[src/rtl/dsp_mac_sequencer_if.sv]
// Port bundle between the MAC sequencer, its operand/result streams and the DSP slice.
// The slave modport is the sequencer's view and the master modport is the environment's view.
interface dsp_mac_sequencer_if #(
    parameter int N  = 18,
    parameter int W  = 48,
    parameter int LW = 16
);
    logic          start;
    logic [LW-1:0] len;
    logic          busy;
    logic          in_valid;
    logic          in_ready;
    logic [N-1:0]  in_a;
    logic [N-1:0]  in_b;
    logic [N-1:0]  dsp_a;
    logic [N-1:0]  dsp_b;
    logic [7:0]    dsp_opmode;
    logic [W-1:0]  dsp_p;
    logic          res_valid;
    logic          res_ready;
    logic [W-1:0]  res_data;

    modport slave (
        input  start, len, in_valid, in_a, in_b, dsp_p, res_ready,
        output busy, in_ready, dsp_a, dsp_b, dsp_opmode, res_valid, res_data
    );

    modport master (
        output start, len, in_valid, in_a, in_b, dsp_p, res_ready,
        input  busy, in_ready, dsp_a, dsp_b, dsp_opmode, res_valid, res_data
    );
endinterface

[src/rtl/dsp_mac_sequencer.sv]
// Drives one DSP48A1-style slice as a streaming multiply-accumulator and returns
// the unsigned dot product (modulo 2^W) of a length-prefixed operand-pair stream.
module dsp_mac_sequencer #(
    parameter int N     = 18,
    parameter int W     = 48,
    parameter int LW    = 16,
    parameter int LAT_M = 2
) (
    input  logic                  clk,
    input  logic                  rst,
    dsp_mac_sequencer_if.slave    bus
);
    localparam logic [1:0] S_IDLE  = 2'd0;
    localparam logic [1:0] S_RUN   = 2'd1;
    localparam logic [1:0] S_DRAIN = 2'd2;
    localparam logic [1:0] S_DONE  = 2'd3;

    localparam logic [7:0] OP_ZERO  = 8'h00;
    localparam logic [7:0] OP_FIRST = 8'h01;
    localparam logic [7:0] OP_ACC   = 8'h09;
    localparam logic [7:0] OP_HOLD  = 8'h08;

    logic [1:0]    state;
    logic [LW-1:0] remaining;
    logic          first_flag;
    logic          xfer;
    logic          xfer_last;
    logic          applied_last;
    logic [N-1:0]  a_p0;
    logic [N-1:0]  b_p0;
    logic [W-1:0]  res_q;
    logic          res_vld_q;

    // Tag pipeline: index k is the tag of the pair transferred k+1 edges ago,
    // so index LAT_M lines up with that pair's product at the post-adder.
    logic [LAT_M:0] vld_p;
    logic [LAT_M:0] first_p;
    logic [LAT_M:0] last_p;

    function automatic logic [7:0] tag_opmode(input logic vld, input logic first);
        if (!vld)
            return OP_HOLD;
        else if (first)
            return OP_FIRST;
        else
            return OP_ACC;
    endfunction

    assign xfer      = (state == S_RUN) && bus.in_valid;
    assign xfer_last = xfer && (remaining == LW'(1));

    assign bus.busy       = (state != S_IDLE);
    assign bus.in_ready   = (state == S_RUN);
    assign bus.dsp_a      = a_p0;
    assign bus.dsp_b      = b_p0;
    assign bus.res_valid  = res_vld_q;
    assign bus.res_data   = res_q;
    assign bus.dsp_opmode = (state == S_IDLE) ? OP_ZERO
                                              : tag_opmode(vld_p[LAT_M], first_p[LAT_M]);

    always_ff @(posedge clk) begin
        if (rst) begin
            state        <= S_IDLE;
            remaining    <= '0;
            first_flag   <= 1'b0;
            vld_p        <= '0;
            first_p      <= '0;
            last_p       <= '0;
            applied_last <= 1'b0;
            a_p0         <= '0;
            b_p0         <= '0;
            res_q        <= '0;
            res_vld_q    <= 1'b0;
        end else begin
            vld_p        <= {vld_p[LAT_M-1:0], xfer};
            first_p      <= {first_p[LAT_M-1:0], xfer & first_flag};
            last_p       <= {last_p[LAT_M-1:0], xfer_last};
            // High the cycle P holds the sum including the final product.
            applied_last <= vld_p[LAT_M] & last_p[LAT_M];

            if (xfer) begin
                a_p0       <= bus.in_a;
                b_p0       <= bus.in_b;
                first_flag <= 1'b0;
                remaining  <= remaining - LW'(1);
            end

            case (state)
                S_IDLE: begin
                    if (bus.start) begin
                        if (bus.len != '0) begin
                            state      <= S_RUN;
                            remaining  <= bus.len;
                            first_flag <= 1'b1;
                        end else begin
                            state     <= S_DONE;
                            res_q     <= '0;
                            res_vld_q <= 1'b1;
                        end
                    end
                end
                S_RUN: begin
                    if (xfer_last)
                        state <= S_DRAIN;
                end
                S_DRAIN: begin
                    if (applied_last) begin
                        res_q     <= bus.dsp_p;
                        res_vld_q <= 1'b1;
                        state     <= S_DONE;
                    end
                end
                S_DONE: begin
                    if (bus.res_ready) begin
                        res_vld_q <= 1'b0;
                        state     <= S_IDLE;
                    end
                end
                default: state <= S_IDLE;
            endcase
        end
    end
endmodule

[src/flat_wrapper.sv]
// flat-port wrapper written by rule: the top's interface ports become plain ports
module dsp_mac_sequencer_flat 
#(
    parameter int N     = 18,
    parameter int W     = 48,
    parameter int LW    = 16,
    parameter int LAT_M = 2
)
  (clk, rst, bus_start, bus_len, bus_in_valid, bus_in_a, bus_in_b, bus_dsp_p, bus_res_ready, bus_busy, bus_in_ready, bus_dsp_a, bus_dsp_b, bus_dsp_opmode, bus_res_valid, bus_res_data);
  dsp_mac_sequencer_if #(.N(N), .W(W), .LW(LW)) bus_i ();
  input  logic clk;
  input  logic rst;
  input wire logic [$bits(bus_i.start)-1:0] bus_start;
  input wire logic [$bits(bus_i.len)-1:0] bus_len;
  input wire logic [$bits(bus_i.in_valid)-1:0] bus_in_valid;
  input wire logic [$bits(bus_i.in_a)-1:0] bus_in_a;
  input wire logic [$bits(bus_i.in_b)-1:0] bus_in_b;
  input wire logic [$bits(bus_i.dsp_p)-1:0] bus_dsp_p;
  input wire logic [$bits(bus_i.res_ready)-1:0] bus_res_ready;
  output wire logic [$bits(bus_i.busy)-1:0] bus_busy;
  output wire logic [$bits(bus_i.in_ready)-1:0] bus_in_ready;
  output wire logic [$bits(bus_i.dsp_a)-1:0] bus_dsp_a;
  output wire logic [$bits(bus_i.dsp_b)-1:0] bus_dsp_b;
  output wire logic [$bits(bus_i.dsp_opmode)-1:0] bus_dsp_opmode;
  output wire logic [$bits(bus_i.res_valid)-1:0] bus_res_valid;
  output wire logic [$bits(bus_i.res_data)-1:0] bus_res_data;
  assign bus_i.start = bus_start;
  assign bus_i.len = bus_len;
  assign bus_i.in_valid = bus_in_valid;
  assign bus_i.in_a = bus_in_a;
  assign bus_i.in_b = bus_in_b;
  assign bus_i.dsp_p = bus_dsp_p;
  assign bus_i.res_ready = bus_res_ready;
  assign bus_busy = bus_i.busy;
  assign bus_in_ready = bus_i.in_ready;
  assign bus_dsp_a = bus_i.dsp_a;
  assign bus_dsp_b = bus_i.dsp_b;
  assign bus_dsp_opmode = bus_i.dsp_opmode;
  assign bus_res_valid = bus_i.res_valid;
  assign bus_res_data = bus_i.res_data;
  dsp_mac_sequencer #(.N(N), .W(W), .LW(LW), .LAT_M(LAT_M)) u_core (.clk(clk), .rst(rst), .bus(bus_i));
endmodule
[config.mk]
export PLATFORM = sky130hd
export DESIGN_NAME = dsp_mac_sequencer_flat
export DESIGN_NICKNAME = d
export VERILOG_FILES = /design/src/rtl/dsp_mac_sequencer_if.sv /design/src/rtl/dsp_mac_sequencer.sv /design/src/flat_wrapper.sv
export SDC_FILE = /design/constraint.sdc
export NUM_CORES = 1
export LEC_CHECK = 0
export ABC_AREA = 1
export BUFFER_PORTS_ARGS = -buffer_cell sky130_fd_sc_hd__buf_2
export CAP_MARGIN = 0
export CORE_UTILIZATION = 29
export DETAILED_ROUTE_END_ITERATION = 6
export PLACE_DENSITY = 0.54
export SYNTH_ARGS = -nofsm -noshare
export SYNTH_HDL_FRONTEND = slang
export SYNTH_SLANG_ARGS = --single-unit
[constraint.sdc]
create_clock -name clk -period 2.6 [get_ports clk]
set_clock_uncertainty 0.15 [all_clocks]
set_input_delay 0.26 -clock clk [delete_from_list [all_inputs] [get_ports clk]]
set_output_delay 0.26 -clock clk [all_outputs]
set_load 0.01 [all_outputs]
==> metrics.yaml <==
worstSkewPairLatency_ns: 0.41
avgViaCountPerCell: 4.223
ant_nets: 0
holdWs_ns: 0.02630
post_cts_buffers: 0
final_cell_mix: "nor2_1, buf_2, dfxtp_1, nand2_1, inv_1"
tightestPinTransition_ns: 0.5091
antenna_found_initial: 2
start_kind: "flip-flop"
gr-total-overflow: 0
r2r_cells: 11
crit_fanout: 14
maxCapViolations: 0
coreArea_um2: 16820
fin_crit_ns: 2.118
yosysWarnings: 0
hp-class: "in2reg"
wl_per_cell_um: 11.63
r2r-end: "u_core.remaining[9]"
cpMaxStageDelayCell: "dfxtp_1"
synthCells: 741
ys.flop_type: "dfxtp_1"
final_net_count: 1089
clkSlewWorstSetupHoldPaths_ns: 0.05
tritoncts: "yes"
grt_max_degree: 50
ys_types: 31
layout-drive-gt1-share: 0.2477
die-height_um: 134.1
power.density_nw_per_um2: 1057
cp-startpoint: "u_core.state[1]"
cts_inserted_buffers: 17
rrSetupSlack_ns: 0.48
clockRootBuffer: "clkbuf_16"
grt_pass1_wl_um: 22370
outcome: "finished clean"
rsz0062_at_grt: "false"
cpPeakStageDelay_ns: 0.33
htreeDepth: 4
r2r_start: "u_core.state[1]"
netlist_area_um2: 5064
clkSinkCount: 114
post-route-period-util: 0.8145
drt-pass1-iter-count: 5
drt_iter0_markers: 253
cts_buffer_depth: 2
synth-async-reset-ratio: 0
grtUsageTotal: 0.1587
fp.dieArea_um2: 17990
relSlewSlack: 0.6606
area_growth_pct: 42.43
vias: 5110
ys_ff_latch: 114
critPathCaptureType: "flip-flop"
ios: 200
fin_setup_tns_ns: 0
hpwl_um: 9481
grt_pass1_vias: 4686
ctsHoldBuffers: 57
fmax_ghz: 0.4722
initial_core_util: 0.3011
synth-edff-count: 0
p_leak_nw: 3.781
die_w_um: 134.1
hold_start: "bus_dsp_p[44]"
path_class: "reg2reg"
maxSlewViolCount: 0
gp_congestion: 0.7444
port_buffers: 193
path_cells: "inv_1, ha_1, nand2_2, inv_2, nand3_2, nor2_4, nand3b_1, nand2_1, inv_1, nor2_1, nor2_1"
post_cts_resized: 0
hold_violations: 0
rows: 47
ys_seq_area_frac: 0.4507
setup-violations-final: 0
arrival_ns: 2.27
avgSynthCellArea_um2: 6.833
critPathRequiredTime_ns: 2.75
layout_commonest_cell: "nor2_1"
drc_errors: 0
ir_worst_vdd_uv: 473.4
routed_wirelength_um: 14080
endpoint: "u_core.remaining[9]"
==> cell type report <==
cell class                 instances  area [um2]
timing repair buffer             257        1589
clock buffer                      23       467.9
sequential                       114        2282
antenna                            1       2.502
fill                            1782        9607
clock inverter                     7       60.06
inverter                          87       329.1
tap                              220       275.3
multi-input combinational        501        2206
==> critical path, delay by kind of cell (launching register included) <==
| family | cells | cell delay [ns] |
|---|---|---|
| simple gates | 7 | 0.89 |
| fa+ha+maj | 1 | 0.24 |
| buf+inv | 3 | 0.39 |
| flops | 1 | 0.33 |
==> routing by layer <==
layer / wire length [um] / share of wire / global-route usage / up-vias
li1: - / - / - / 2715
met1: 6184 / 0.44 / 0.1861 / 2237
met2: 6803 / 0.48 / 0.2654 / 129
met3: 738 / 0.052 / 0.04913 / 29
met4: 349 / 0.025 / 0.07054 / 0
met5: 0 / 0 / 0 / -
==> how the worst min path moves through the flow <==
stage,endpoint,slack [ns],cells past startpoint
floorplan,u_core.last_p[0],0.19,1
finish,u_core.bus.res_data[44],0.03,5
global placement,u_core.last_p[2],0.24,2
detailed placement,u_core.last_p[1],0.24,2
CTS,u_core.bus.res_data[44],0.004,5
global route,u_core.bus.res_data[44],0.03,5
==> where the power goes <==
part	total [W]	internal, W	switching [W]	leakage [nW]
combinational	0.00288	0.00111	0.00177	2.58
clock	0.00210	0.00134	0.000763	0.266
sequential	0.00265	0.00234	0.000303	0.934
==> per-stage QoR <==
step,total power [W],utilization,cell area (um2),setup slack (ns),instances
finish,0.007625,0.4288,7212,0.4823,1210
global route,0.008221,0.4288,7212,0.1989,1210
CTS,0.007723,0.4287,7209,0.4604,1209
detailed placement,0.005515,0.3633,6111,0.4731,1122
global placement,0.005492,0.3633,6111,0.5090,1122
floorplan,0.004656,-,5082,0.8623,746
==> sequential cells by signal, summed over array words and instances (netlist names) <==
signal	flops
u_core.bus.res_data	48
u_core.first_p	3
u_core.applied_last	1
u_core.last_p	3
u_core.vld_p	3
u_core.remaining	16
u_core.bus.dsp_b	18
u_core.bus.dsp_a	18
u_core.state	2
u_core.bus.res_valid	1
u_core.first_flag	1
==> Yosys cell counts, types with 5 or more instances <==
master,n,share of area
a21oi_1,10,0.0099
buf_2,10,0.0099
buf_4,8,0.012
buf_6,8,0.018
clkbuf_1,17,0.013
dfxtp_1,114,0.45
ha_1,6,0.015
inv_1,84,0.062
nand2_1,110,0.082
nand3_1,23,0.023
nor2_1,230,0.17
o21ai_0,82,0.081
xor2_1,5,0.0086
==> logic make-up (layout without fill, tap and decap cells) <==
logic type	count (synthesis)	in the layout	synth area share
buffers and inverters	131	374	0.1179
AND/OR/NAND/NOR	386	386	0.3091
flip-flops	114	114	0.4507
XOR/XNOR	5	5	0.008648
AO/OA/AOI/OAI	98	98	0.09810
adder cells (fa/ha/maj)	6	6	0.01483
other	1	7	0.0007406
(Power assumes the default switching activity.)
